===== src/rtl/accum_table_ctrl.sv =====
// accum_table_ctrl
//   Sequencer for the accumulator table. It runs one job at a time:
//   - clear: pulse the per-column table reset for the selected columns
//   - write: issue a block of accumulate enables/addresses. Column c is
//     delayed by c cycles so it lines up with the systolic array's skewed
//     output.
//   - read: issue a block of reads on all columns at once, with a
//     data-valid strobe one cycle later.
//
// Handshake: a job is accepted on a rising clock edge where its *_start is
//   high and ready is high (ready is high only in IDLE). Job parameters are
//   captured on that same edge. When several starts arrive together, clr
//   wins over wr, and wr wins over rd. The losing starts are dropped, and
//   starts seen while busy are ignored. ready stays low until the cycle
//   after the one-cycle done pulse.
//
// Ports
//   clk, reset_n            clock (rising edge), async active-low reset
//   clr_start, clr_mask     clear request and the columns to clear
//   wr_start/base/rows      accumulate request: first table row, row count
//   rd_start/base/rows      read request: first table row, row count
//   ready, done             idle indication, job-complete pulse
//   tbl_reset               per-column clear to the table
//   tbl_wr_en, tbl_wr_addr  per-column write enable / address (col c at
//                           [c*ADDR_W +: ADDR_W])
//   tbl_rd_en, tbl_rd_addr  per-column read enable / address
//   rd_valid                table read data valid
//   dbg_state               current sequencer state
module accum_table_ctrl #(
  parameter int SYS_ARR_COLS = 16,
  parameter int MAX_OUT_ROWS = 128,
  parameter int MAX_OUT_COLS = 128,
  localparam int NUM_ACCUM_ROWS = MAX_OUT_ROWS * (MAX_OUT_COLS / SYS_ARR_COLS),
  localparam int ADDR_W = $clog2(NUM_ACCUM_ROWS),
  localparam int CNT_W = $clog2(MAX_OUT_ROWS) + 1
) (
  input  logic                           clk,
  input  logic                           reset_n,
  input  logic                           clr_start,
  input  logic [SYS_ARR_COLS-1:0]        clr_mask,
  input  logic                           wr_start,
  input  logic [ADDR_W-1:0]              wr_base,
  input  logic [CNT_W-1:0]               wr_rows,
  input  logic                           rd_start,
  input  logic [ADDR_W-1:0]              rd_base,
  input  logic [CNT_W-1:0]               rd_rows,
  output logic                           ready,
  output logic                           done,
  output logic [SYS_ARR_COLS-1:0]        tbl_reset,
  output logic [SYS_ARR_COLS-1:0]        tbl_wr_en,
  output logic [ADDR_W*SYS_ARR_COLS-1:0] tbl_wr_addr,
  output logic [SYS_ARR_COLS-1:0]        tbl_rd_en,
  output logic [ADDR_W*SYS_ARR_COLS-1:0] tbl_rd_addr,
  output logic                           rd_valid,
  output logic [2:0]                     dbg_state
);

  typedef enum logic [2:0] {
    S_IDLE  = 3'd0,
    S_CLEAR = 3'd1,
    S_WRITE = 3'd2,
    S_FLUSH = 3'd3,
    S_READ  = 3'd4
  } state_t;

  // FLUSH counts down to 0 and raises done on its last cycle. That last
  // cycle is also the cycle of the last column's final write.
  localparam logic [CNT_W-1:0] FLUSH_LAST = CNT_W'(SYS_ARR_COLS - 2);
  localparam logic [CNT_W-1:0] ROWS_MAX   = CNT_W'(MAX_OUT_ROWS);

  state_t                    r_state, w_state_nxt;
  logic [CNT_W-1:0]          r_cnt, w_cnt_nxt;
  logic [SYS_ARR_COLS-1:0]   r_tbl_reset, w_tbl_reset_nxt;
  logic [SYS_ARR_COLS-1:0]   r_wr_en;
  logic [ADDR_W-1:0]         r_wr_addr [SYS_ARR_COLS];
  logic                      w_wr_en0_nxt;
  logic [ADDR_W-1:0]         w_wr_addr0_nxt;
  logic                      r_rd_en, w_rd_en_nxt;
  logic [ADDR_W-1:0]         r_rd_addr, w_rd_addr_nxt;
  logic                      r_rd_valid;
  logic                      w_done;
  logic [CNT_W-1:0]          w_wr_rows_c, w_rd_rows_c;

  function automatic logic [ADDR_W-1:0] addr_inc(input logic [ADDR_W-1:0] a);
    if (a == ADDR_W'(NUM_ACCUM_ROWS - 1)) return '0;
    return a + 1'b1;
  endfunction

  assign w_wr_rows_c = (wr_rows > ROWS_MAX) ? ROWS_MAX : wr_rows;
  assign w_rd_rows_c = (rd_rows > ROWS_MAX) ? ROWS_MAX : rd_rows;

  // r_cnt meaning per state:
  //   CLEAR: cycles left before done
  //   WRITE: col-0 rows still to issue, including the current one
  //   FLUSH: cycles left before done
  //   READ : rows still to issue, including the one currently on the bus
  // Address registers keep their value unless a new enable is being issued,
  // so addresses never toggle while their enable is low.
  always_comb begin
    w_state_nxt     = r_state;
    w_cnt_nxt       = r_cnt;
    w_tbl_reset_nxt = '0;
    w_wr_en0_nxt    = 1'b0;
    w_wr_addr0_nxt  = r_wr_addr[0];
    w_rd_en_nxt     = 1'b0;
    w_rd_addr_nxt   = r_rd_addr;
    w_done          = 1'b0;
    case (r_state)
      S_IDLE: begin
        if (clr_start) begin
          w_state_nxt     = S_CLEAR;
          w_cnt_nxt       = CNT_W'(1);
          w_tbl_reset_nxt = clr_mask;
        end else if (wr_start) begin
          if (w_wr_rows_c == '0) begin
            w_state_nxt = S_FLUSH;
            w_cnt_nxt   = '0;
          end else begin
            w_state_nxt    = S_WRITE;
            w_cnt_nxt      = w_wr_rows_c;
            w_wr_en0_nxt   = 1'b1;
            w_wr_addr0_nxt = wr_base;
          end
        end else if (rd_start) begin
          w_state_nxt = S_READ;
          w_cnt_nxt   = w_rd_rows_c;
          if (w_rd_rows_c != '0) begin
            w_rd_en_nxt   = 1'b1;
            w_rd_addr_nxt = rd_base;
          end
        end
      end
      S_CLEAR, S_FLUSH: begin
        if (r_cnt == '0) begin
          w_done      = 1'b1;
          w_state_nxt = S_IDLE;
        end else begin
          w_cnt_nxt = r_cnt - 1'b1;
        end
      end
      S_WRITE: begin
        if (r_cnt > CNT_W'(1)) begin
          w_cnt_nxt      = r_cnt - 1'b1;
          w_wr_en0_nxt   = 1'b1;
          w_wr_addr0_nxt = addr_inc(r_wr_addr[0]);
        end else begin
          w_state_nxt = S_FLUSH;
          w_cnt_nxt   = FLUSH_LAST;
        end
      end
      S_READ: begin
        if (r_cnt == '0) begin
          w_done      = 1'b1;
          w_state_nxt = S_IDLE;
        end else begin
          w_cnt_nxt = r_cnt - 1'b1;
          if (r_cnt > CNT_W'(1)) begin
            w_rd_en_nxt   = 1'b1;
            w_rd_addr_nxt = addr_inc(r_rd_addr);
          end
        end
      end
      default: w_state_nxt = S_IDLE;
    endcase
  end

  always_ff @(posedge clk or negedge reset_n) begin
    if (!reset_n) begin
      r_state     <= S_IDLE;
      r_cnt       <= '0;
      r_tbl_reset <= '0;
      r_wr_en     <= '0;
      for (int c = 0; c < SYS_ARR_COLS; c++) r_wr_addr[c] <= '0;
      r_rd_en     <= 1'b0;
      r_rd_addr   <= '0;
      r_rd_valid  <= 1'b0;
    end else begin
      r_state      <= w_state_nxt;
      r_cnt        <= w_cnt_nxt;
      r_tbl_reset  <= w_tbl_reset_nxt;
      // Skew chain: column c repeats column c-1 one cycle later. A stage
      // address only loads alongside an enable.
      r_wr_en      <= {r_wr_en[SYS_ARR_COLS-2:0], w_wr_en0_nxt};
      r_wr_addr[0] <= w_wr_addr0_nxt;
      for (int c = 1; c < SYS_ARR_COLS; c++) begin
        if (r_wr_en[c-1]) r_wr_addr[c] <= r_wr_addr[c-1];
      end
      r_rd_en      <= w_rd_en_nxt;
      r_rd_addr    <= w_rd_addr_nxt;
      r_rd_valid   <= r_rd_en;
    end
  end

  always_comb begin
    tbl_wr_addr = '0;
    for (int c = 0; c < SYS_ARR_COLS; c++) begin
      tbl_wr_addr[c*ADDR_W +: ADDR_W] = r_wr_addr[c];
    end
  end

  assign ready       = (r_state == S_IDLE);
  assign done        = w_done;
  assign tbl_reset   = r_tbl_reset;
  assign tbl_wr_en   = r_wr_en;
  assign tbl_rd_en   = {SYS_ARR_COLS{r_rd_en}};
  assign tbl_rd_addr = {SYS_ARR_COLS{r_rd_addr}};
  assign rd_valid    = r_rd_valid;
  assign dbg_state   = r_state;

endmodule


===== config.mk =====
export PLATFORM = sky130hd
export DESIGN_NAME = accum_table_ctrl
export DESIGN_NICKNAME = d
export VERILOG_FILES = /design/src/rtl/accum_table_ctrl.sv
export SDC_FILE = /design/constraint.sdc
export NUM_CORES = 1
export LEC_CHECK = 0
export ABC_AREA = 1
export BUFFER_PORTS_ARGS = -buffer_cell sky130_fd_sc_hd__buf_2
export CAP_MARGIN = 0
export CORE_AREA = 2 2 166 168
export CTS_CLUSTER_SIZE = 28
export DETAILED_ROUTE_END_ITERATION = 8
export DIE_AREA = 0 0 168 170
export GPL_TIMING_DRIVEN = 0
export HOLD_SLACK_MARGIN = 0.1
export PLACE_DENSITY_LB_ADDON = 0.15
export SETUP_SLACK_MARGIN = 0.2
export SLEW_MARGIN = 20
export SYNTH_ARGS = -nofsm -noshare
export SYNTH_HDL_FRONTEND = slang
export SYNTH_SLANG_ARGS = --single-unit

===== constraint.sdc =====
create_clock -name clk -period 3.75 [get_ports clk]
set_clock_uncertainty 0.1 [all_clocks]
set_input_delay 0.5625 -clock clk [delete_from_list [all_inputs] [get_ports clk]]
set_output_delay 0.5625 -clock clk [all_outputs]
set_load 0.03 [all_outputs]

After elaboration in Yosys (flattened, before gate mapping)
Cells that the tools add are included.
{"block": "totals", "out_inout_bits": 374, "wordCells": 114, "ff_bits": 215, "inputBits": 57}
{"block": "classes", "mux": 54, "n_eq_ne": 19, "n_lt_le_gt_ge": 3, "addsub": 3, "n_reduce_logical": 12}
{"operator": "10-bit 2-to-1 mux", "n": 14}
{"operator": "8-bit 2-to-1 mux", "n": 8}
{"operator": "10-bit case mux with 2 select lines", "n": 2}
{"operator": "16-bit 2-to-1 mux", "n": 2}
{"operator": "8-bit case mux with 3 select lines", "n": 1}
{"operator": "10-bit by 1-bit adder with 10-bit output, second input constant", "n": 2}
{"operator": "10-bit equality test, second input constant", "n": 2}
{"operator": "2-bit != test, second input constant", "n": 10}
{"operator": "1-bit 2-to-1 mux", "n": 19}
{"operator": "8-bit greater-than comparator, second input constant", "n": 2}
{"operator": "8-bit logical NOT", "n": 2}
{"operator": "3-bit 2-to-1 mux", "n": 5}
{"operator": "3-bit case mux with 3 select lines", "n": 1}
{"operator": "8-bit by 1-bit greater-than comparator with 1-bit output, second input constant", "n": 1}
{"operator": "8-bit nonzero test", "n": 1}
{"operator": "8-bit by 1-bit subtractor with 8-bit output, second input constant", "n": 1}
{"operator": "7-bit AND reduction", "n": 1}
{"operator": "3-bit by 2-bit equality test with 1-bit output, second input constant", "n": 2}
{"operator": "3-bit AND reduction", "n": 2}
{"operator": "5-bit AND reduction", "n": 1}
{"operator": "2-bit by 1-bit != test with 1-bit output, second input constant", "n": 2}
{"operator": "4-bit != test, second input constant", "n": 1}
{"operator": "1-bit case mux with 2 select lines", "n": 2}
{"operator": "2-bit nonzero test", "n": 2}
{"operator": "other kinds (5)", "n": 5}

Logic depth before layout (Yosys ltp)
Gate-level depths: netlist (run 1).
{"block": "logic_depth", "word_depth": 9, "depth_mapped": 11, "ltp_nobuf": 11}

Worst setup path before layout (run 1)
Ideal clock, no wire load.
{"block": "synth_path", "path_type": "flip-flop to flip-flop", "startpoint": "reg r_rd_addr[0]", "endpoint": "reg r_rd_addr[0]", "t_required_ns": 3.531, "path_buffers": 0, "slack_ns": 1.561, "stages_incl_launch_ff": 11, "setup_time_ns": 0.119, "period_less_slack_ns": 2.189, "t_arrival_ns": 1.970, "cell_sequence": "dfrtp_1 -> ha_1 -> nand2_1 -> nor2_1 -> nand3_1 -> nand2_1 -> nand2_1 -> inv_1 -> o21ai_0 -> nand2_1 -> nand2_1"}
{"block": "synth_between", "elab_chain_len": 9, "elab_cells_between_ends": 10, "cone_classes": "add/sub (1); eq/ne (1); mux (8)"}
{"item": "from (decl)", "line": "79", "rtl": "logic [ADDR_W-1:0] r_rd_addr, w_rd_addr_nxt;"}
{"item": "from (signal assigned)", "line": "189", "rtl": "r_rd_addr <= w_rd_addr_nxt;"}
{"item": "10-bit equality test", "line": "85", "rtl": "if (a == ADDR_W'(NUM_ACCUM_ROWS - 1)) return '0;"}
{"item": "1-bit 2-to-1 mux", "line": "85"}
{"item": "1-bit 2-to-1 mux", "line": "157", "rtl": "if (r_cnt > CNT_W'(1)) begin"}
{"item": "1-bit 2-to-1 mux", "line": "152", "rtl": "if (r_cnt == '0) begin"}
{"item": "1-bit 2-to-1 mux", "line": "108", "rtl": "case (r_state)"}
{"item": "10-bit 2-to-1 mux (*)", "line": "86", "rtl": "return a + 1'b1;"}
{"item": "10-bit 2-to-1 mux (*)", "line": "157"}
{"item": "10-bit 2-to-1 mux (*)", "line": "152"}
{"item": "10-bit case mux with 2 select lines (*)", "line": "108"}
Every way passes the cells marked *; elsewhere a longest branch is shown, timed or not. The select of a mux whose other input is x is not followed.
A chain may end at the register's enable or synchronous reset.

Worst setup path in the final report (run 1)
{"block": "layout_path", "startpoint": "reg r_cnt[0]", "endpoint": "out done"}
{"block": "layout_between", "elab_chain_len": 3}
{"item": "from (decl)", "line": "72", "rtl": "logic [CNT_W-1:0] r_cnt, w_cnt_nxt;"}
{"item": "from (signal assigned)", "line": "179", "rtl": "r_cnt <= w_cnt_nxt;"}
{"item": "8-bit logical NOT", "line": "134, 152"}
{"item": "1-bit 2-to-1 mux", "line": "134, 152"}
{"item": "1-bit 2-to-1 mux"}
{"item": "to (decl)", "line": "48", "rtl": "output logic done,"}
No other way between the ends.

==> flow_summary.ini, run 1 <==
[detailed_routing]
post_drt_wl_per_cell_um = 14.6
drc = 0
routed_wl_um = 29100
drt_first_iter_violations = 531
num_vias = 8913
firstDrtPassIters = 5
antenna_left = 0
vias_per_cell = 4.47

[yosys]
synthesis.area_mm2 = 0.0102
synthMuxAreaShare = 0.0144
synth_compound_area_frac = 0.0880
yosysSeqAreaShare = 0.528
yosysWarnings = 0
synth_top_family_by_area = buffers and inverters
synth.avg_cell_area_um2 = 8.64
synthesis.nets = 1240
yosys.area_share.simple = 0.179
netlist_instances = 1179
yosysTopAreaCellShare = 0.528
synth.distinct_cells = 30
synth_xor_xnor_area_share = 0.00516
synth_area_leaders = dfrtp_1 53%, buf_4 12%, nand2_1 9.3%
synth_top_area_cell = dfrtp_1
synth_seq_cells = 215
synth_adder_area_share = 0.00492

[worst_setup_path]
crit_fanout = 6
crit_family = buffers and inverters
crit_arrival_ps = 2020
cpPeakStageDelay_ps = 400
crit_path_frequent_cell = inv_1
path_buf_inv = 4
crit_type = reg -> out
slowest_stage = dfrtp_1
cp-end-kind = primary output
path_cells = inv_1 -> ha_1 -> nand3_1 -> inv_1 -> nand3_1 -> inv_1 -> buf_2
crit_required_ps = 3090
startpoint_type = register

[placement]
post-place-cells = 1952
pre_cts_ws_ps = 1330
io_buffers = 430
hpwl_um = 22300
place_area_mm2 = 0.0128
gp_congestion = 0.861

[clock_network]
clk_pin_slew_ps = 60
postCtsSetupBuffers = 0
clk_latency_ps = 510
clk_path_buf_depth = 3
clockRootBuffer = clkbuf_16
numCtsBuffers = 24
cts_sinks = 215
cts_tree = done
postCtsResizedCells = 0
htreeDepth = 1
hold_buffers = 1

[floorplan]
fp-row-count = 60
die_x_um = 168
core-area_mm2 = 0.0267
die_h_um = 170
ios = 431
die-area_mm2 = 0.0286
start_util = 0.382

[finish]
nets = 1699
final_common_cell = buf_2
fin_cells = 1996
layout-drive-gt1-share = 0.412
mostFrequentLayoutCells = 432 x buf_2, 251 x nand2_1, 215 x dfrtp_1, 168 x buf_4, 136 x nor2_1
synthToLayoutAreaGrowth_pct = 34.1
diodes = 0
finalInstanceArea_mm2 = 0.0137

[global_routing]
grt_max_degree = 84
track_usage = 0.195
antenna_found_initial = 1
globalRouteOverflowTotal = 0
grt_pass1_wl_um = 45000
first_global_vias = 8300

[timing]
setup_tns_ps = 0
max_freq_mhz = 372
drv_slew = 0
hold_viol_final = 0
rsz0062_at_grt = no
tightest_slew_ps = 1060
setup_ws_ps = 1070
setup_viol = 0
period_needed_ps = 2680
slew_headroom = 0.292
post-route-period-util = 0.716

[outcome]
status = complete, no violations

[hold_path]
hold_class = in -> reg

[run]
drv_cap = 0
-- worst register-to-register path: cells and delay by family, from the launching register on --
family	cells	cell delay, ps
AO/OA/AOI/OAI	1	70
adder cells (fa/ha/maj)	1	290
buffers and inverters	1	90
flip-flops	1	850
AND/OR/NAND/NOR	7	910
-- final cells by class --
cell class	instances	area, um^2
Fill cell	2596	13000
Clock buffer	32	671
Buffer	204	1420
Sequential cell	215	5380
Inverter	111	417
Timing Repair Buffer	433	2230
Tap cell	341	427
Clock inverter	11	146
Multi-Input combinational cell	649	2970
-- cells in the mapped netlist, drive strengths merged --
cell and count:
a21oi 86, buf 173, clkbuf 31, dfrtp 215
ha 4, inv 111, mux2 13, nand2 258
nand3 32, nand3b 2, nand4 5, nor2 143
nor3 5, nor3b 1, o21ai 90, o21bai 2
or2 2, xnor2 1, xor2 5
-- final timing paths --
path / start / cells past startpoint / slack (ps) / endpoint
setup / recovery: r_cnt[0] / 7 / 1070 / done
hold / removal: clr_mask[4] / 3 / 170 / tbl_reset[4]
setup reg to reg: r_rd_addr[0] / 10 / 1330 / r_rd_addr[0]
hold reg to reg: tbl_wr_en[3] / 0 / 300 / tbl_wr_en[4]
max in group asynchronous: reset_n / 3 / 2220 / r_cnt[7]
min in group asynchronous: reset_n / 2 / 520 / tbl_wr_addr[80]
-- per-layer routing --
layer | global-route usage | vias up | share of wire
li1 | - | 4448 | -
met1 | 0.253 | 4124 | 0.42
met2 | 0.338 | 299 | 0.49
met3 | 0.0391 | 40 | 0.066
met4 | 0.0480 | 2 | 0.023
met5 | 0 | - | 0.00045
-- sequential cells by signal, indices dropped and copies added, names as in the netlist --
| name | flops |
|---|---|
| tbl_reset | 16 |
| r_rd_addr | 10 |
| tbl_wr_addr | 160 |
| tbl_wr_en | 16 |
| dbg_state | 3 |
| rd_valid | 1 |
| r_rd_en | 1 |
| r_cnt | 8 |
-- cells by family after synthesis --
family                     Yosys count
and+or+nand+nor                    448
buffers and inverters              315
DFF                                215
AOI/OAI and AO/OA                  178
muxes                               13
xor gates and xnor gates             6
adders and majority gates            4
-- through the flow --
| stage | hold WS (ps) | util |
|---|---|---|
| global route | 177 | 0.512 |
| CTS | 145 | 0.512 |
| finish | 172 | 0.512 |
| detailed placement | 296 | 0.481 |
| floorplan | 167 | - |
| global placement | 297 | 0.479 |
Power of run 1 is left out: the tool's default activity adds up to more than one toggle a clock period on the data nets, which glitch-free logic cannot reach.
==> run 2, diff against run 1 <==
--- a/config.mk
+++ b/config.mk
@@ -8,10 +8,10 @@
 export ABC_AREA = 1
 export BUFFER_PORTS_ARGS = -buffer_cell sky130_fd_sc_hd__buf_2
 export CAP_MARGIN = 0
-export CORE_AREA = 2 2 166 168
+export CORE_AREA = 2 2 167 169
 export CTS_CLUSTER_SIZE = 28
 export DETAILED_ROUTE_END_ITERATION = 8
-export DIE_AREA = 0 0 168 170
+export DIE_AREA = 0 0 169 171
 export GPL_TIMING_DRIVEN = 0
 export HOLD_SLACK_MARGIN = 0.1
 export PLACE_DENSITY_LB_ADDON = 0.15
==> constraint.sdc (replaced) <==
create_clock -name clk -period 2.8 [get_ports clk]
set_clock_uncertainty 0.1 [all_clocks]
set_input_delay 0.42 -clock clk [delete_from_list [all_inputs] [get_ports clk]]
set_output_delay 0.42 -clock clk [all_outputs]
set_load 0.03 [all_outputs]
==> run 2 against run 1 <==
Compared with the run above:
- routed wire length up 0.65%
- final area up 2.0%
- die area up 1.2%
- core utilization down 0.25 points
- largest cell class unchanged
==> flow_summary.ini, run 2 (synthesized netlist as in run 1, its figures left out) <==
[outcome]
status = complete, no violations

[detailed_routing]
num_vias = 9045
post_drt_wl_per_cell_um = 14.4
drc = 0
vias_per_cell = 4.46
firstDrtPassIters = 5
drt_first_iter_violations = 464
routed_wl_um = 29300
antenna_left = 0

[worst_setup_path]
crit_path_frequent_cell = inv_1
crit_type = reg -> out
crit_arrival_ps = 1910
cpPeakStageDelay_ps = 400
crit_end = done
critical_path.startpoint = r_cnt[0]
worstReg2RegStart = r_rd_addr[1]
reg2reg_slack_ps = 490
crit_fanout = 6
slowest_stage = dfrtp_1
startpoint_type = register
path_cells = inv_2 -> ha_2 -> nand3_2 -> inv_1 -> nand3_1 -> inv_1 -> clkbuf_4
crit_required_ps = 2280
reg2reg_to = r_rd_addr[0]
r2r_cells = 10
cp-end-kind = primary output

[global_routing]
grt_pass1_wl_um = 45400
grt_max_degree = 96
track_usage = 0.194
globalRouteOverflowTotal = 0
first_global_vias = 8471
antenna_found_initial = 0

[clock_network]
clockRootBuffer = clkbuf_16
htreeDepth = 1
clk_latency_ps = 520
numCtsBuffers = 24
cts_tree = done
clk_pin_slew_ps = 70
cts_sinks = 215
clk_path_buf_depth = 3

[timing]
tightest_slew_ps = 921
period_needed_ps = 2430
hold_viol_final = 0
rsz0062_at_grt = no
drv_slew = 0
setup_viol = 0
post-route-period-util = 0.867
slew_headroom = 0.386
timing.hold.ws_ps = 122
max_freq_mhz = 412

[floorplan]
die_h_um = 171
die_x_um = 169
start_util = 0.373
die-area_mm2 = 0.0289
ios = 431
fp-row-count = 61
core-area_mm2 = 0.0273

[finish]
final_common_cell = buf_2
synthToLayoutAreaGrowth_pct = 36.8
nets = 1726
multiInputGateArea_mm2 = 0.00298
layout-drive-gt1-share = 0.409
diodes = 0
largest_reg_flops = 160
regArea_mm2 = 0.00538
num-fill-cells = 2634
utilization = 0.510
mostFrequentLayoutCells = 431 x buf_2, 251 x nand2_1, 213 x dfrtp_1, 168 x buf_4, 136 x nor2_1

[placement]
hpwl_um = 22100
gp_congestion = 0.882
io_buffers = 430

[run]
drv_cap = 0

[hold_path]
hold_class = in -> reg
[run 2: worst min path at each step]
stage	slack, ps	startpoint	to	depth (start not counted)
after floorplan	20	reset_n	dbg_state[0]	0
after global placement	300	tbl_wr_en[0]	tbl_wr_en[1]	0
after detailed placement	230	reset_n	tbl_wr_addr[69]	1
after CTS	100	rd_base[3]	r_rd_addr[3]	5
after global routing	130	wr_base[4]	tbl_wr_addr[4]	5
final	120	wr_base[0]	tbl_wr_addr[0]	5
[run 2: final cells by class]
type / instances / share of cell area
buffer: 204 / 0.102
clock buffer: 30 / 0.0469
clock inverter: 14 / 0.0109
inverter: 111 / 0.0299
multi-input combinational: 649 / 0.214
sequential: 215 / 0.386
tap: 346 / 0.0311
timing repair buffer: 460 / 0.179
[run 2: through the flow]
step / TNS [ps] / worst slack, ps / cells / cell area (um^2)
after floorplan: 0 / 611 / 1179 / 10200
after global placement: -565090 / -2650 / 1955 / 12800
after detailed placement: 0 / 357 / 1957 / 12800
after CTS: 0 / 224 / 2029 / 13900
after global routing: 0 / 242 / 2029 / 13900
final: 0 / 372 / 2029 / 13900
[run 2: worst max-delay path: cells and delay by family (launching register included)]
| family | cells | cell delay, ps |
|---|---|---|
| fa+ha+maj | 1 | 240 |
| buf+inv | 4 | 500 |
| flops | 1 | 400 |
| simple gates | 2 | 260 |
[run 2: what timing repair did]
item / CTS / global route
endpoints found under the setup margin: 1 / 10
gates resized for setup: 2 / 4
hold endpoints to repair: 66 / 0
hold buffers: 28 / 0
setup buffers: 0 / 0
[run 2: metal layers]
metal  global-route usage  part of all wire
met4               0.0446             0.019
met2                0.336              0.49
met1                0.251              0.43
met3               0.0402             0.069
met5                    0                 0
Power of run 2 is left out for the same reason.
==> run 3, diff against run 2 <==
==> constraint.sdc (replaced) <==
create_clock -name clk -period 2.8 [get_ports clk]
set_clock_uncertainty 0.1 [all_clocks]
set_input_delay 0.56 -clock clk [delete_from_list [all_inputs] [get_ports clk]]
set_output_delay 0.56 -clock clk [all_outputs]
set_load 0.03 [all_outputs]
==> run 3 against run 2 <==
Compared with the run above:
- sequential share of layout area up 0.78 points
- die area unchanged
- critical path depth unchanged
- setup slack worse by 140 ps
- first-iteration DRC count up 6.3%
- sequential cell count unchanged
- hold slack better by 36 ps
- highest routed layer unchanged
==> flow_summary.ini, run 3 (synthesized netlist as in run 1, its figures left out) <==
[outcome]
status = complete, no violations

[floorplan]
core-area_mm2 = 0.0273
die-area_mm2 = 0.0289
fp-row-count = 61
start_util = 0.373
die_h_um = 171
die_x_um = 169
ios = 431

[worst_setup_path]
path_cells = inv_2 -> ha_2 -> nand3_2 -> inv_1 -> nand3_1 -> inv_1 -> clkbuf_4
cpPeakStageDelay_ps = 400
crit_path_frequent_cell = inv_1
crit_required_ps = 2140
reg2reg_slack_ps = 490
worstReg2RegStart = r_rd_addr[1]
reg2reg_to = r_rd_addr[0]
crit_end = done
slowest_stage = dfrtp_1
critical_path.startpoint = r_cnt[0]
crit_fanout = 6
cp-end-kind = primary output
startpoint_type = register
crit_arrival_ps = 1910
crit_type = reg -> out
r2r_cells = 10

[timing]
slew_headroom = 0.534
post-route-period-util = 0.917
rsz0062_at_grt = yes
drv_slew = 0
setup_viol = 0
hold_viol_final = 0
max_freq_mhz = 390
setup_tns_ps = 0
timing.hold.ws_ps = 158
period_needed_ps = 2570
tightest_slew_ps = 699

[detailed_routing]
firstDrtPassIters = 5
post_drt_wl_per_cell_um = 14.5
vias_per_cell = 4.48
routed_wl_um = 29100
drc = 0
num_vias = 8964
antenna_left = 0
drt_first_iter_violations = 493

[finish]
mostFrequentLayoutCells = 431 x buf_2, 251 x nand2_1, 211 x dfrtp_1, 168 x buf_4, 136 x nor2_1
largest_reg_flops = 160
nets = 1699
num-fill-cells = 2671
diodes = 0
synthToLayoutAreaGrowth_pct = 34.2
final_common_cell = buf_2
layout-drive-gt1-share = 0.417
fin_cells = 2002

[placement]
gp_congestion = 0.882
post-place-cells = 1957
io_buffers = 430
hpwl_um = 22100

[clock_network]
postCtsSetupBuffers = 0
cts_sinks = 215
clk_path_buf_depth = 3
clk_pin_slew_ps = 70
numCtsBuffers = 24
clockRootBuffer = clkbuf_16
clk_latency_ps = 520
htreeDepth = 1
cts_tree = done

[global_routing]
track_usage = 0.193
grt_pass1_wl_um = 44900
grt_max_degree = 96
antenna_found_initial = 0
globalRouteOverflowTotal = 0
first_global_vias = 8327

[run]
drv_cap = 0

[hold_path]
hold_class = in -> reg
-- run 3: what timing repair did --
item	CTS	global route
hold endpoints to repair	39	0
endpoints found under the setup margin	32	22
hold buffers	1	0
gates resized for setup	4	4
-- run 3: how the worst min path moves through the flow --
stage,startpoint,end,slack [ps],depth (start not counted)
floorplan,reset_n,dbg_state[0],160,0
global placement,tbl_wr_en[0],tbl_wr_en[1],300,0
global route,clr_mask[4],tbl_reset[4],130,3
CTS,clr_mask[14],tbl_reset[14],130,3
finish,clr_mask[8],tbl_reset[8],160,3
detailed placement,tbl_wr_en[5],tbl_wr_en[6],300,0
-- run 3: layout make-up --
class | count | area (um^2) | area share
multi-input combinational | 649 | 2980 | 0.218
clock buffer | 30 | 653 | 0.0478
sequential | 215 | 5390 | 0.394
buffer | 204 | 1420 | 0.104
tap | 346 | 433 | 0.0317
clock inverter | 14 | 151 | 0.0111
timing repair buffer | 433 | 2230 | 0.163
inverter | 111 | 417 | 0.0305
-- run 3: metal layers --
layer	up-vias	share of wire	wire length, um	global-route usage
met5	-	0	0	0
met4	0	0.018	528	0.0446
met3	33	0.070	2040	0.0428
met2	303	0.48	14100	0.331
met1	4182	0.43	12500	0.249
li1	4446	-	-	-
-- run 3: critical path: cells and delay by family (launching register included) --
family	cells	cell delay [ps]
and+or+nand+nor	2	260
buffers and inverters	4	500
adders and majority gates	1	240
DFF	1	400
-- run 3: through the flow --
stage          setup WS, ps  utilization  instance area (um^2)
6_report                233        0.500                 13700
5_1_grt                 111        0.500                 13700
4_1_cts                 127        0.500                 13700
3_5_place_dp            357        0.470                 12800
3_3_place_gp          -2790        0.467                 12800
2_1_floorplan           611            -                 10200
Power of run 3 is left out for the same reason.
